===== config.mk =====
export PLATFORM = sky130hd
export DESIGN_NAME = tx_beamformer_flat
export DESIGN_NICKNAME = d
export VERILOG_FILES = /design/src/rtl/tx_beamformer_pkg.sv /design/src/rtl/tx_beamformer_if.sv /design/src/rtl/tx_beamformer_pulse_gen.sv /design/src/rtl/tx_beamformer.sv /design/src/flat_wrapper.sv
export SDC_FILE = /design/constraint.sdc
export NUM_CORES = 1
export LEC_CHECK = 0
export CORE_MARGIN = 4
export CORE_UTILIZATION = 60
export DETAILED_ROUTE_END_ITERATION = 12
export DONT_BUFFER_PORTS = 1
export MAX_ROUTING_LAYER = met4
export PLACE_DENSITY = 0.76
export SYNTH_ARGS = -nofsm -noshare
export SYNTH_HDL_FRONTEND = slang
export SYNTH_SLANG_ARGS = --single-unit
export TNS_END_PERCENT = 100

===== constraint.sdc =====
create_clock -name clk -period 5.8 [get_ports clk]
set_input_delay 1.74 -clock clk [delete_from_list [all_inputs] [get_ports clk]]
set_output_delay 1.74 -clock clk [all_outputs]
set_load 0.01 [all_outputs]

===== src/rtl/tx_beamformer_pkg.sv =====
// Purpose: shared state encoding, default widths and burst-length helper for the TX beamformer.
// Latency: n/a (declarations only).
// Backpressure: n/a.
package tx_bf_pkg;

    localparam int DEF_NUM_CHANNELS = 16;
    localparam int DEF_DELAY_WIDTH  = 8;
    localparam int DEF_HP_WIDTH     = 8;
    localparam int DEF_NC_WIDTH     = 4;

    typedef enum logic [1:0] {
        ST_IDLE = 2'd0,
        ST_ARM  = 2'd1,
        ST_FIRE = 2'd2,
        ST_DONE = 2'd3
    } state_t;

    // Burst length in clk cycles: two half-waves per period, nc periods.
    function automatic logic [DEF_HP_WIDTH+DEF_NC_WIDTH:0] burst_len(
        input logic [DEF_HP_WIDTH-1:0] hp,
        input logic [DEF_NC_WIDTH-1:0] nc
    );
        logic [DEF_HP_WIDTH+DEF_NC_WIDTH:0] hp_w;
        logic [DEF_HP_WIDTH+DEF_NC_WIDTH:0] nc_w;
        hp_w = {{(DEF_NC_WIDTH+1){1'b0}}, hp};
        nc_w = {{(DEF_HP_WIDTH+1){1'b0}}, nc};
        return (hp_w * nc_w) << 1;
    endfunction

endpackage


===== src/rtl/tx_beamformer_if.sv =====
// Purpose: bundles the firing-controller config side and the pulser/status side of the TX beamformer.
// Latency: n/a (wiring only).
// Backpressure: none; start is a level request sampled only when the beamformer is idle.
// Ports: master = firing controller (drives start/config, observes drives/status);
//        slave  = tx_beamformer (observes start/config, drives tx_p/tx_n/tx_active/status).
interface tx_bf_if #(
    parameter int NUM_CHANNELS = 16,
    parameter int DELAY_WIDTH  = 8,
    parameter int HP_WIDTH     = 8,
    parameter int NC_WIDTH     = 4
);
    logic                                start;
    logic [NUM_CHANNELS*DELAY_WIDTH-1:0] delay_flat;
    logic [HP_WIDTH-1:0]                 half_period;
    logic [NC_WIDTH-1:0]                 num_cycles;
    logic [NUM_CHANNELS-1:0]             tx_p;
    logic [NUM_CHANNELS-1:0]             tx_n;
    logic [NUM_CHANNELS-1:0]             tx_active;
    logic                                busy;
    logic                                done;
    logic                                rx_start;
    logic                                err;
    logic [1:0]                          debug_state;

    modport master (
        output start, delay_flat, half_period, num_cycles,
        input  tx_p, tx_n, tx_active, busy, done, rx_start, err, debug_state
    );

    modport slave (
        input  start, delay_flat, half_period, num_cycles,
        output tx_p, tx_n, tx_active, busy, done, rx_start, err, debug_state
    );
endinterface


===== src/rtl/tx_beamformer_pulse_gen.sv =====
// Purpose: one element's bipolar burst: hp cycles tx_p, hp cycles tx_n, repeated nc times, no gaps.
// Latency: drives start on the edge where fire is seen; finished asserts combinationally on the last burst cycle.
// Backpressure: none; fire while already bursting is ignored.
// Ports: clear drops the sticky finished flag; enable&fire launch the burst; hp/nc must be stable during the burst.
module tx_pulse_gen #(
    parameter int HP_WIDTH = 8,
    parameter int NC_WIDTH = 4
) (
    input  logic                clk,
    input  logic                reset,
    input  logic                clear,
    input  logic                enable,
    input  logic                fire,
    input  logic [HP_WIDTH-1:0] half_period,
    input  logic [NC_WIDTH-1:0] num_cycles,
    output logic                tx_p,
    output logic                tx_n,
    output logic                active,
    output logic                finished
);
    logic                phase_q;   // 0 = positive half, 1 = negative half
    logic [HP_WIDTH-1:0] hp_cnt;    // cycles spent in the current half, 1..hp
    logic [NC_WIDTH-1:0] cyc_cnt;   // completed full periods
    logic                fin_q;
    logic                ending;

    // True during the final cycle of the burst, so the top can leave FIRE on the very next edge.
    always_comb begin
        ending = active && phase_q && (hp_cnt == half_period)
                 && (cyc_cnt == num_cycles - NC_WIDTH'(1));
    end

    assign finished = fin_q | ending;

    always_ff @(posedge clk) begin
        if (reset) begin
            active  <= 1'b0;
            phase_q <= 1'b0;
            hp_cnt  <= '0;
            cyc_cnt <= '0;
            fin_q   <= 1'b0;
            tx_p    <= 1'b0;
            tx_n    <= 1'b0;
        end else begin
            if (clear) begin
                fin_q <= 1'b0;
            end
            if (active) begin
                if (hp_cnt == half_period) begin
                    hp_cnt <= HP_WIDTH'(1);
                    if (!phase_q) begin
                        phase_q <= 1'b1;
                        tx_p    <= 1'b0;
                        tx_n    <= 1'b1;
                    end else if (ending) begin
                        active  <= 1'b0;
                        phase_q <= 1'b0;
                        tx_n    <= 1'b0;
                        fin_q   <= 1'b1;
                    end else begin
                        phase_q <= 1'b0;
                        cyc_cnt <= cyc_cnt + NC_WIDTH'(1);
                        tx_p    <= 1'b1;
                        tx_n    <= 1'b0;
                    end
                end else begin
                    hp_cnt <= hp_cnt + HP_WIDTH'(1);
                end
            end else if (enable && fire) begin
                active  <= 1'b1;
                phase_q <= 1'b0;
                hp_cnt  <= HP_WIDTH'(1);
                cyc_cnt <= '0;
                tx_p    <= 1'b1;
                tx_n    <= 1'b0;
            end
        end
    end
endmodule


===== src/rtl/tx_beamformer.sv =====
// Purpose: fires a delayed bipolar burst per element, then pulses rx_start to open the receive window.
// Latency: start in cycle 0 -> ARM cycle 1 -> FIRE from cycle 2 -> DONE at 2 + max(delay) + 2*hp*nc.
// Backpressure: start is only sampled in IDLE; requests during a transaction are dropped.
// Ports: clk/reset (sync, active-high); bus.slave carries start/config in and tx_p/tx_n/tx_active/status out.
module tx_beamformer
    import tx_bf_pkg::*;
#(
    parameter int NUM_CHANNELS = DEF_NUM_CHANNELS,
    parameter int DELAY_WIDTH  = DEF_DELAY_WIDTH,
    parameter int HP_WIDTH     = DEF_HP_WIDTH,
    parameter int NC_WIDTH     = DEF_NC_WIDTH
) (
    input  logic    clk,
    input  logic    reset,
    tx_bf_if.slave  bus
);
    // Wide enough that t cannot wrap before the latest channel completes.
    localparam int T_WIDTH = DELAY_WIDTH + HP_WIDTH + NC_WIDTH + 1;

    state_t                              state_q, state_d;
    logic [NUM_CHANNELS*DELAY_WIDTH-1:0] delay_q;
    logic [HP_WIDTH-1:0]                 hp_q;
    logic [NC_WIDTH-1:0]                 nc_q;
    logic [T_WIDTH-1:0]                  t_q, t_next;
    logic                                cfg_bad, gen_en, clear, all_fin;
    logic [NUM_CHANNELS-1:0]             fire, fin, p_w, n_w, act_w;
    logic                                busy_d, done_d, rx_start_d, err_d;

    assign cfg_bad = (hp_q == '0) || (nc_q == '0);
    assign clear   = (state_q == ST_ARM);
    assign gen_en  = ((state_q == ST_ARM) && !cfg_bad) || (state_q == ST_FIRE);
    // Pulser outputs are registered, so launch against the timebase value of the next cycle.
    assign t_next  = (state_q == ST_ARM) ? '0 : t_q + T_WIDTH'(1);
    assign all_fin = &fin;

    for (genvar i = 0; i < NUM_CHANNELS; i++) begin : g_ch
        assign fire[i] = (t_next == T_WIDTH'(delay_q[i*DELAY_WIDTH +: DELAY_WIDTH]));

        tx_pulse_gen #(
            .HP_WIDTH (HP_WIDTH),
            .NC_WIDTH (NC_WIDTH)
        ) u_pg (
            .clk         (clk),
            .reset       (reset),
            .clear       (clear),
            .enable      (gen_en),
            .fire        (fire[i]),
            .half_period (hp_q),
            .num_cycles  (nc_q),
            .tx_p        (p_w[i]),
            .tx_n        (n_w[i]),
            .active      (act_w[i]),
            .finished    (fin[i])
        );
    end

    assign bus.tx_p        = p_w;
    assign bus.tx_n        = n_w;
    assign bus.tx_active   = act_w;
    assign bus.debug_state = state_q;

    // State, timebase, config latches and registered status outputs.
    always_ff @(posedge clk) begin
        if (reset) begin
            state_q      <= ST_IDLE;
            t_q          <= '0;
            delay_q      <= '0;
            hp_q         <= '0;
            nc_q         <= '0;
            bus.busy     <= 1'b0;
            bus.done     <= 1'b0;
            bus.rx_start <= 1'b0;
            bus.err      <= 1'b0;
        end else begin
            state_q      <= state_d;
            bus.busy     <= busy_d;
            bus.done     <= done_d;
            bus.rx_start <= rx_start_d;
            bus.err      <= err_d;
            if ((state_q == ST_IDLE) && bus.start) begin
                delay_q <= bus.delay_flat;
                hp_q    <= bus.half_period;
                nc_q    <= bus.num_cycles;
            end
            if ((state_q == ST_ARM) || (state_q == ST_FIRE)) begin
                t_q <= t_next;
            end
        end
    end

    always_comb begin
        state_d = state_q;
        case (state_q)
            ST_IDLE: if (bus.start) state_d = ST_ARM;
            ST_ARM:  state_d = cfg_bad ? ST_DONE : ST_FIRE;
            ST_FIRE: if (all_fin) state_d = ST_DONE;
            ST_DONE: state_d = ST_IDLE;
            default: state_d = ST_IDLE;
        endcase
    end

    // Status values for the next cycle; registered above.
    always_comb begin
        busy_d     = (state_d != ST_IDLE);
        done_d     = (state_d == ST_DONE);
        rx_start_d = (state_q == ST_FIRE) && all_fin;
        err_d      = (state_q == ST_ARM) && cfg_bad;
    end
endmodule


===== src/flat_wrapper.sv =====
// flat-port wrapper written by rule: the top's interface ports become plain ports
module tx_beamformer_flat import tx_bf_pkg::*;
#(
    parameter int NUM_CHANNELS = DEF_NUM_CHANNELS,
    parameter int DELAY_WIDTH  = DEF_DELAY_WIDTH,
    parameter int HP_WIDTH     = DEF_HP_WIDTH,
    parameter int NC_WIDTH     = DEF_NC_WIDTH
)
  (clk, reset, bus_start, bus_delay_flat, bus_half_period, bus_num_cycles, bus_tx_p, bus_tx_n, bus_tx_active, bus_busy, bus_done, bus_rx_start, bus_err, bus_debug_state);
  tx_bf_if #(.NUM_CHANNELS(NUM_CHANNELS), .DELAY_WIDTH(DELAY_WIDTH), .HP_WIDTH(HP_WIDTH), .NC_WIDTH(NC_WIDTH)) bus_i ();
  input  logic clk;
  input  logic reset;
  input wire logic [$bits(bus_i.start)-1:0] bus_start;
  input wire logic [$bits(bus_i.delay_flat)-1:0] bus_delay_flat;
  input wire logic [$bits(bus_i.half_period)-1:0] bus_half_period;
  input wire logic [$bits(bus_i.num_cycles)-1:0] bus_num_cycles;
  output wire logic [$bits(bus_i.tx_p)-1:0] bus_tx_p;
  output wire logic [$bits(bus_i.tx_n)-1:0] bus_tx_n;
  output wire logic [$bits(bus_i.tx_active)-1:0] bus_tx_active;
  output wire logic [$bits(bus_i.busy)-1:0] bus_busy;
  output wire logic [$bits(bus_i.done)-1:0] bus_done;
  output wire logic [$bits(bus_i.rx_start)-1:0] bus_rx_start;
  output wire logic [$bits(bus_i.err)-1:0] bus_err;
  output wire logic [$bits(bus_i.debug_state)-1:0] bus_debug_state;
  assign bus_i.start = bus_start;
  assign bus_i.delay_flat = bus_delay_flat;
  assign bus_i.half_period = bus_half_period;
  assign bus_i.num_cycles = bus_num_cycles;
  assign bus_tx_p = bus_i.tx_p;
  assign bus_tx_n = bus_i.tx_n;
  assign bus_tx_active = bus_i.tx_active;
  assign bus_busy = bus_i.busy;
  assign bus_done = bus_i.done;
  assign bus_rx_start = bus_i.rx_start;
  assign bus_err = bus_i.err;
  assign bus_debug_state = bus_i.debug_state;
  tx_beamformer #(.NUM_CHANNELS(NUM_CHANNELS), .DELAY_WIDTH(DELAY_WIDTH), .HP_WIDTH(HP_WIDTH), .NC_WIDTH(NC_WIDTH)) u_core (.clk(clk), .reset(reset), .bus(bus_i));
endmodule

==> impl_metrics.env, run 1 <==
export IMPL_power_density_mw_per_mm2=397.7
export IMPL_initial_core_util=0.6107
export IMPL_p_leak_nw=9.517
export IMPL_dieArea_mm2=0.04391
export IMPL_fin_skew_ns=0.02566
export IMPL_fin_crit_sh=0.7712
export IMPL_place_congestion=0.8986
export IMPL_clock_sinks=423
export IMPL_cts_tree="yes"
export IMPL_whs_ns=0.4682
export IMPL_fillers=3350
export IMPL_path_cells="ha_2 -> inv_2 -> o211ai_1 -> buf_4 -> and2_1 -> o211ai_1 -> or4_1 -> o211a_4 -> a211o_1"
export IMPL_fmax_ghz=0.2236
export IMPL_first_pass_iters=5
export IMPL_placed_cell_area_mm2=0.02410
export IMPL_start_kind="register"
export IMPL_cts_resized_gates=0
export IMPL_holdBufCountCts=0
export IMPL_drt_wl_total_um=69560
export IMPL_multi_input_area_mm2=0.01435
export IMPL_drt_initial_drc_count=1964
export IMPL_hold_viol=0
export IMPL_final_setup_viol_count=0
export IMPL_h_tree_depth=2
export IMPL_drv_slew=0
export IMPL_cts_setup_buffers=0
export IMPL_synth_cell_types=88
export IMPL_ys_seq_elements=423
export IMPL_via_count=22266
export IMPL_clkLatencyLatePin_ns=0.60
export IMPL_die_w_um=209.6
export IMPL_syn_inst=3050
export IMPL_async_flop_share=0
export IMPL_synthFlopType="dfxtp_1"
export IMPL_final_area_mm2=0.02572
export IMPL_routedWlPerCell_um=20.21
export IMPL_status="finished clean"
export IMPL_grt_pass1_wl_um=109800
export IMPL_place_inst=3357
export IMPL_yosysSeqAreaShare=0.3474
export IMPL_cpMostUsedCell="o211ai_1"
export IMPL_clk_pin_slew_ns=0.06
export IMPL_synth_nets=3232
export IMPL_hpwl_um=46940
export IMPL_tightestPinTransition_ns=1.279
export IMPL_core_area_mm2=0.03991
export IMPL_grt_use_total=0.3106
export IMPL_antenna_found_initial=1
export IMPL_critPathSlowestCell="or4_1"
export IMPL_slew_headroom=0.1472
export IMPL_cp_arrival_ns=4.95
export IMPL_final_nets=3062
export IMPL_clockBufferDepth=3
export IMPL_area_growth_pct=5.529
export IMPL_end_kind="register"
export IMPL_final_cells=3441
export IMPL_regArea_mm2=0.008472
export IMPL_num_rows=73
export IMPL_worstPathMaxFanout=48
export IMPL_ant_nets=0
export IMPL_io_pins=197
export IMPL_drive_above_1_share=0.05521
export IMPL_syn_area_mm2=0.02437
export IMPL_period_minus_slack_ns=4.473
export IMPL_cts_root_buf="clkbuf_16"
export IMPL_hold_class="reg2reg"
export IMPL_io_buffers=0
export IMPL_avgSynthCellArea_um2=7.992
export IMPL_rsz0062_at_grt="no"
export IMPL_yosys_warnings=0
export IMPL_maxCapViolations=0
export IMPL_viasPerCell=6.471
export IMPL_synth_edf_count=0
export IMPL_numCtsBuffers=46
export IMPL_crit_type="reg2reg"
export IMPL_grt_pass1_vias=20738
export IMPL_drc=0
export IMPL_grt_max_degree=374
export IMPL_tns_ns=0
export IMPL_vdd_ir_drop_max_uv=322.0
export IMPL_antenna_cells=0
export IMPL_grt_ovfl_total=0
export IMPL_required_ns=6.28
export IMPL_cpPeakStageDelay_ns=0.84
export IMPL_die_y_um=209.6
final cells by class:
class | instances | area share
clock buffer | 59 | 0.05020
multi-input combinational | 2275 | 0.5579
timing repair buffer | 28 | 0.008658
clock inverter | 25 | 0.01284
sequential | 423 | 0.3294
tap | 525 | 0.02554
inverter | 106 | 0.01547
critical path: cells and delay by family, from the launching register on:
family	cells	cell delay [ns]
simple gates	2	1.29
compound gates	4	1.02
fa+ha+maj	1	0.78
buf+inv	2	0.73
flops	1	0.47
placed cells by master, fill, tap and decap left out, types with 12 or more instances in the layout:
cell type  instances
dfxtp_1          420
nand2_1          398
a21oi_1          285
xnor2_1          192
nor2_1           155
nand3_1          110
inv_1            100
xor2_1            90
nor3_1            88
o21ai_0           83
and3_1            82
nand4_1           63
nor4_1            55
a31oi_1           53
o211ai_1          50
clkbuf_16         47
ha_1              38
nor2b_1           37
or3_1             36
a211o_1           28
o31ai_1           27
buf_4             27
a22o_1            24
nor3b_1           21
o21a_1            20
mux2i_1           18
or4_1             16
a21o_1            16
o32ai_1           15
a211oi_1          15
a41oi_1           14
and2_1            13
nor4b_1           13
clkinv_2          13
o31a_1            12
xnor3_1           12
a311oi_1          12
nand2b_1          12
metrics by stage:
stage	total power [W]	utilization	worst slack (ns)
5_1_grt	0.01073	0.6444	1.096
3_5_place_dp	0.007089	0.6038	1.396
6_report	0.01023	0.6444	1.327
2_1_floorplan	0.006255	-	2.310
3_3_place_gp	0.006981	0.6038	1.512
4_1_cts	0.01022	0.6444	1.379
Yosys cell counts, types with 50 or more instances:
library cell  instances  area share
xor2_1               91       0.033
a31oi_1              53       0.014
buf_4                54       0.017
nor3_1               88       0.018
and3_1               82       0.021
o21ai_0              83       0.017
dfxtp_1             423        0.35
nor2_1              156       0.024
nand3_1             110       0.023
a21oi_1             285       0.059
nand2_1             399       0.061
nand4_1              63       0.016
nor4_1               55       0.014
o211ai_1             50       0.015
clkbuf_1            155       0.024
xnor2_1             192       0.069
inv_1               100       0.015
registers in the layout (all words and copies together), names as in the netlist:
name	flops
u_core.delay_q	128
u_core.g_ch.u_pg.hp_cnt	128
u_core.g_ch.u_pg.cyc_cnt	64
u_core.t_q	21
u_core.g_ch.u_pg.active	16
u_core.g_ch.u_pg.fin_q	16
u_core.g_ch.u_pg.phase_q	16
u_core.g_ch.u_pg.tx_p	16
u_core.hp_q	8
u_core.nc_q	4
u_core.bus.debug_state	2
u_core.bus.busy	1
u_core.bus.done	1
u_core.bus.err	1
u_core.bus.rx_start	1
routing by layer:
| layer | global-route usage | vias up | share of wire |
|---|---|---|---|
| li1 | - | 10589 | - |
| met1 | 0.3995 | 10622 | 0.42 |
| met2 | 0.4931 | 895 | 0.46 |
| met3 | 0.05082 | 160 | 0.075 |
| met4 | 0.1217 | 0 | 0.037 |
| met5 | - | - | 0 |
where the power goes:
part | switching [W] | internal (W) | leakage (nW)
logic | 0.00223 | 0.00111 | 5.29
registers | 0.000535 | 0.00322 | 3.43
clock network | 0.00125 | 0.00189 | 0.799
path summary, 6_finish.rpt:
check | from | endpoint | slack [ns] | depth (start not counted)
min reg2reg | u_core.g_ch[0].u_pg.fin_q$_SDFF_PP0_ | u_core.g_ch[0].u_pg.fin_q$_SDFF_PP0_ | 0.47 | 2
max reg2reg | u_core.bus.debug_state[0]$_SDFF_PP0_ | u_core.g_ch[13].u_pg.hp_cnt[4]$_SDFFE_PP0P_ | 1.33 | 9
min | u_core.g_ch[0].u_pg.fin_q$_SDFF_PP0_ | u_core.g_ch[0].u_pg.fin_q$_SDFF_PP0_ | 0.47 | 2
max | u_core.bus.debug_state[0]$_SDFF_PP0_ | u_core.g_ch[13].u_pg.hp_cnt[4]$_SDFFE_PP0P_ | 1.33 | 9
cell families after synthesis:
group | share of synthesized area
AO/OA/AOI/OAI | 0.2089
AND/OR/NAND/NOR | 0.2338
flip-flops | 0.3474
XOR/XNOR | 0.1134
adder cells (fa/ha/maj) | 0.02002
buffers and inverters | 0.06519
multiplexers | 0.01119
Note: power is estimated with default switching activity, not from simulation.
==> run 2, diff against run 1 <==
--- a/config.mk
+++ b/config.mk
@@ -6,11 +6,11 @@
 export NUM_CORES = 1
 export LEC_CHECK = 0
 export CORE_MARGIN = 4
-export CORE_UTILIZATION = 60
+export CORE_UTILIZATION = 59
 export DETAILED_ROUTE_END_ITERATION = 12
 export DONT_BUFFER_PORTS = 1
 export MAX_ROUTING_LAYER = met4
-export PLACE_DENSITY = 0.76
+export PLACE_DENSITY = 0.78
 export SYNTH_ARGS = -nofsm -noshare
 export SYNTH_HDL_FRONTEND = slang
 export SYNTH_SLANG_ARGS = --single-unit
==> constraint.sdc (replaced) <==
create_clock -name clk -period 3.6 [get_ports clk]
set_input_delay 1.08 -clock clk [delete_from_list [all_inputs] [get_ports clk]]
set_output_delay 1.08 -clock clk [all_outputs]
set_load 0.01 [all_outputs]
==> impl_metrics.env, run 2 (synthesis gave the netlist of run 1 again) <==
export IMPL_status="finished clean"
export IMPL_utilization=0.6400
export IMPL_grt_pass1_vias=21087
export IMPL_initial_core_util=0.5970
export IMPL_num_rows=74
export IMPL_antenna_cells=0
export IMPL_rsz0062_at_grt="no"
export IMPL_placed_cell_area_mm2=0.02466
export IMPL_end_kind="register"
export IMPL_final_cells=3498
export IMPL_period_minus_slack_ns=3.470
export IMPL_start_kind="register"
export IMPL_routedWlPerCell_um=20.10
export IMPL_tns_ns=0
export IMPL_antenna_found_initial=0
export IMPL_grt_ovfl_total=0
export IMPL_final_area_mm2=0.02613
export IMPL_die_w_um=211.3
export IMPL_cts_root_buf="clkbuf_16"
export IMPL_path_cells="nand3_1 -> or4_1 -> nor4b_1 -> o311a_1 -> a41oi_4 -> buf_4 -> o311ai_2 -> o22ai_1"
export IMPL_clockBufferDepth=3
export IMPL_via_count=22636
export IMPL_final_nets=3111
export IMPL_clock_sinks=423
export IMPL_holdBufCountCts=0
export IMPL_area_growth_pct=7.212
export IMPL_required_ns=4.04
export IMPL_pwr_share_clk=0.282
export IMPL_numCtsBuffers=46
export IMPL_cpPeakStageDelay_ns=0.73
export IMPL_cp_arrival_ns=3.91
export IMPL_dieArea_mm2=0.04463
export IMPL_path_buf_inv=1
export IMPL_layout_common_cells="dfxtp_1 (423), nand2_1 (398), a21oi_1 (285)"
export IMPL_grt_use_total=0.3080
export IMPL_swShare=0.3959
export IMPL_p_leak_nw=9.733
export IMPL_drive_above_1_share=0.06642
export IMPL_fmax_ghz=0.2882
export IMPL_vdd_ir_drop_max_uv=476.5
export IMPL_die_y_um=211.3
export IMPL_critPathSlowestCell="or4_1"
export IMPL_tightestPinTransition_ns=1.200
export IMPL_drv_slew=0
export IMPL_seq_power_share=0.353
export IMPL_h_tree_depth=2
export IMPL_power_density_mw_per_mm2=635.6
export IMPL_final_setup_viol_count=0
export IMPL_cts_tree="yes"
export IMPL_clkLatencyLatePin_ns=0.58
export IMPL_cp_top_family="simple AND/OR/NAND/NOR gates"
export IMPL_crit_type="reg2reg"
export IMPL_layout_commonest_cell="dfxtp_1"
export IMPL_core_area_mm2=0.04083
export IMPL_drc=0
export IMPL_grt_pass1_wl_um=110500
export IMPL_first_pass_iters=6
export IMPL_io_pins=197
export IMPL_hpwl_um=47430
export IMPL_reg_largest_list="u_core.delay_q (128), u_core.g_ch.u_pg.hp_cnt (128), u_core.g_ch.u_pg.cyc_cnt (64)"
export IMPL_maxCapViolations=0
export IMPL_io_buffers=0
export IMPL_hold_class="reg2reg"
export IMPL_drt_wl_total_um=70320
export IMPL_clk_pin_slew_ns=0.06
export IMPL_worstPathMaxFanout=11
export IMPL_viasPerCell=6.471
export IMPL_ant_nets=0
export IMPL_fin_skew_ns=0.02288
export IMPL_p_comb_frac=0.365
export IMPL_fin_crit_sh=0.9639
export IMPL_grt_max_degree=374
export IMPL_p_int_w=0.01003
export IMPL_place_inst=3413
export IMPL_power_switching_w=0.006577
export IMPL_hold_viol=0
export IMPL_drt_initial_drc_count=2019
export IMPL_slew_headroom=0.1998
export IMPL_place_congestion=0.9057
run 2: changes by cell type in the layout (fill, tap and decap cells not counted), moves of 2 or more:
cell / change
clkinv_2: -3
clkinv_8: -2
dfxtp_1: +3
bufinv_16: -4
buf_4: +34
dfxtp_2: -3
clkbuf_8: -4
buf_12: +15
clkbuf_1: +13
run 2: what timing repair did:
action | 4_1_cts | 5_1_grt
resized for setup | 0 | 2
setup buffers | 0 | 0
endpoints found under the setup margin | 0 | 59
run 2: final timing paths:
| kind | start | end | slack (ns) | cells after the start |
|---|---|---|---|---|
| worst max-delay path | u_core.t_q[4]$_SDFFE_PP0P_ | u_core.g_ch[4].u_pg.hp_cnt[1]$_SDFFE_PP0P_ | 0.13 | 8 |
| worst min-delay path | u_core.delay_q[36]$_SDFFE_PP0P_ | u_core.delay_q[36]$_SDFFE_PP0P_ | 0.47 | 2 |
| worst max register to register | u_core.t_q[4]$_SDFFE_PP0P_ | u_core.g_ch[4].u_pg.hp_cnt[1]$_SDFFE_PP0P_ | 0.13 | 8 |
| worst min register to register | u_core.delay_q[36]$_SDFFE_PP0P_ | u_core.delay_q[36]$_SDFFE_PP0P_ | 0.47 | 2 |
run 2: per-stage QoR:
step | power (W) | hold WS [ns] | setup WS (ns)
6_report | 0.01661 | 0.4696 | 0.1298
5_1_grt | 0.01741 | 0.4791 | 0.01611
4_1_cts | 0.01654 | 0.4662 | 0.07690
3_5_place_dp | 0.01189 | 0.4539 | 0.08172
3_3_place_gp | 0.01168 | 0.4496 | 0.2039
2_1_floorplan | 0.01008 | 0.4415 | 0.1098
run 2: power groups by stage:
| stage | Sequential, W | Clock [W] | Combinational, W |
|---|---|---|---|
| CTS | 0.00586 | 0.00472 | 0.00596 |
| global route | 0.00593 | 0.00491 | 0.00656 |
| detailed placement | 0.00596 | 0 | 0.00593 |
| finish | 0.00587 | 0.00468 | 0.00607 |
| global placement | 0.00593 | 0 | 0.00575 |
| floorplan | 0.00564 | 0 | 0.00444 |
run 2: area by class of cell:
class / instances / area [µm²]
fill: 3404 / 14700
multi-input combinational: 2275 / 14370
clock inverter: 17 / 171.4
clock buffer: 68 / 1285
sequential: 423 / 8468
inverter: 106 / 397.9
tap: 532 / 665.6
timing repair buffer: 77 / 778.2
run 2: layer usage:
layer,up-vias,part of all wire,global-route usage,routed length (µm)
met1,10785,0.41,0.3904,28920
met3,201,0.079,0.04441,5564
li1,10681,-,-,-
met4,0,0.040,0.1207,2798
met2,969,0.47,0.4997,33030
met5,-,0,-,0
run 2: worst register-to-register path: cells and delay by family (launching register included):
family / cells / cell delay (ns)
compound gates: 4 / 1.27
buf+inv: 1 / 0.28
flops: 1 / 0.50
simple gates: 3 / 1.27
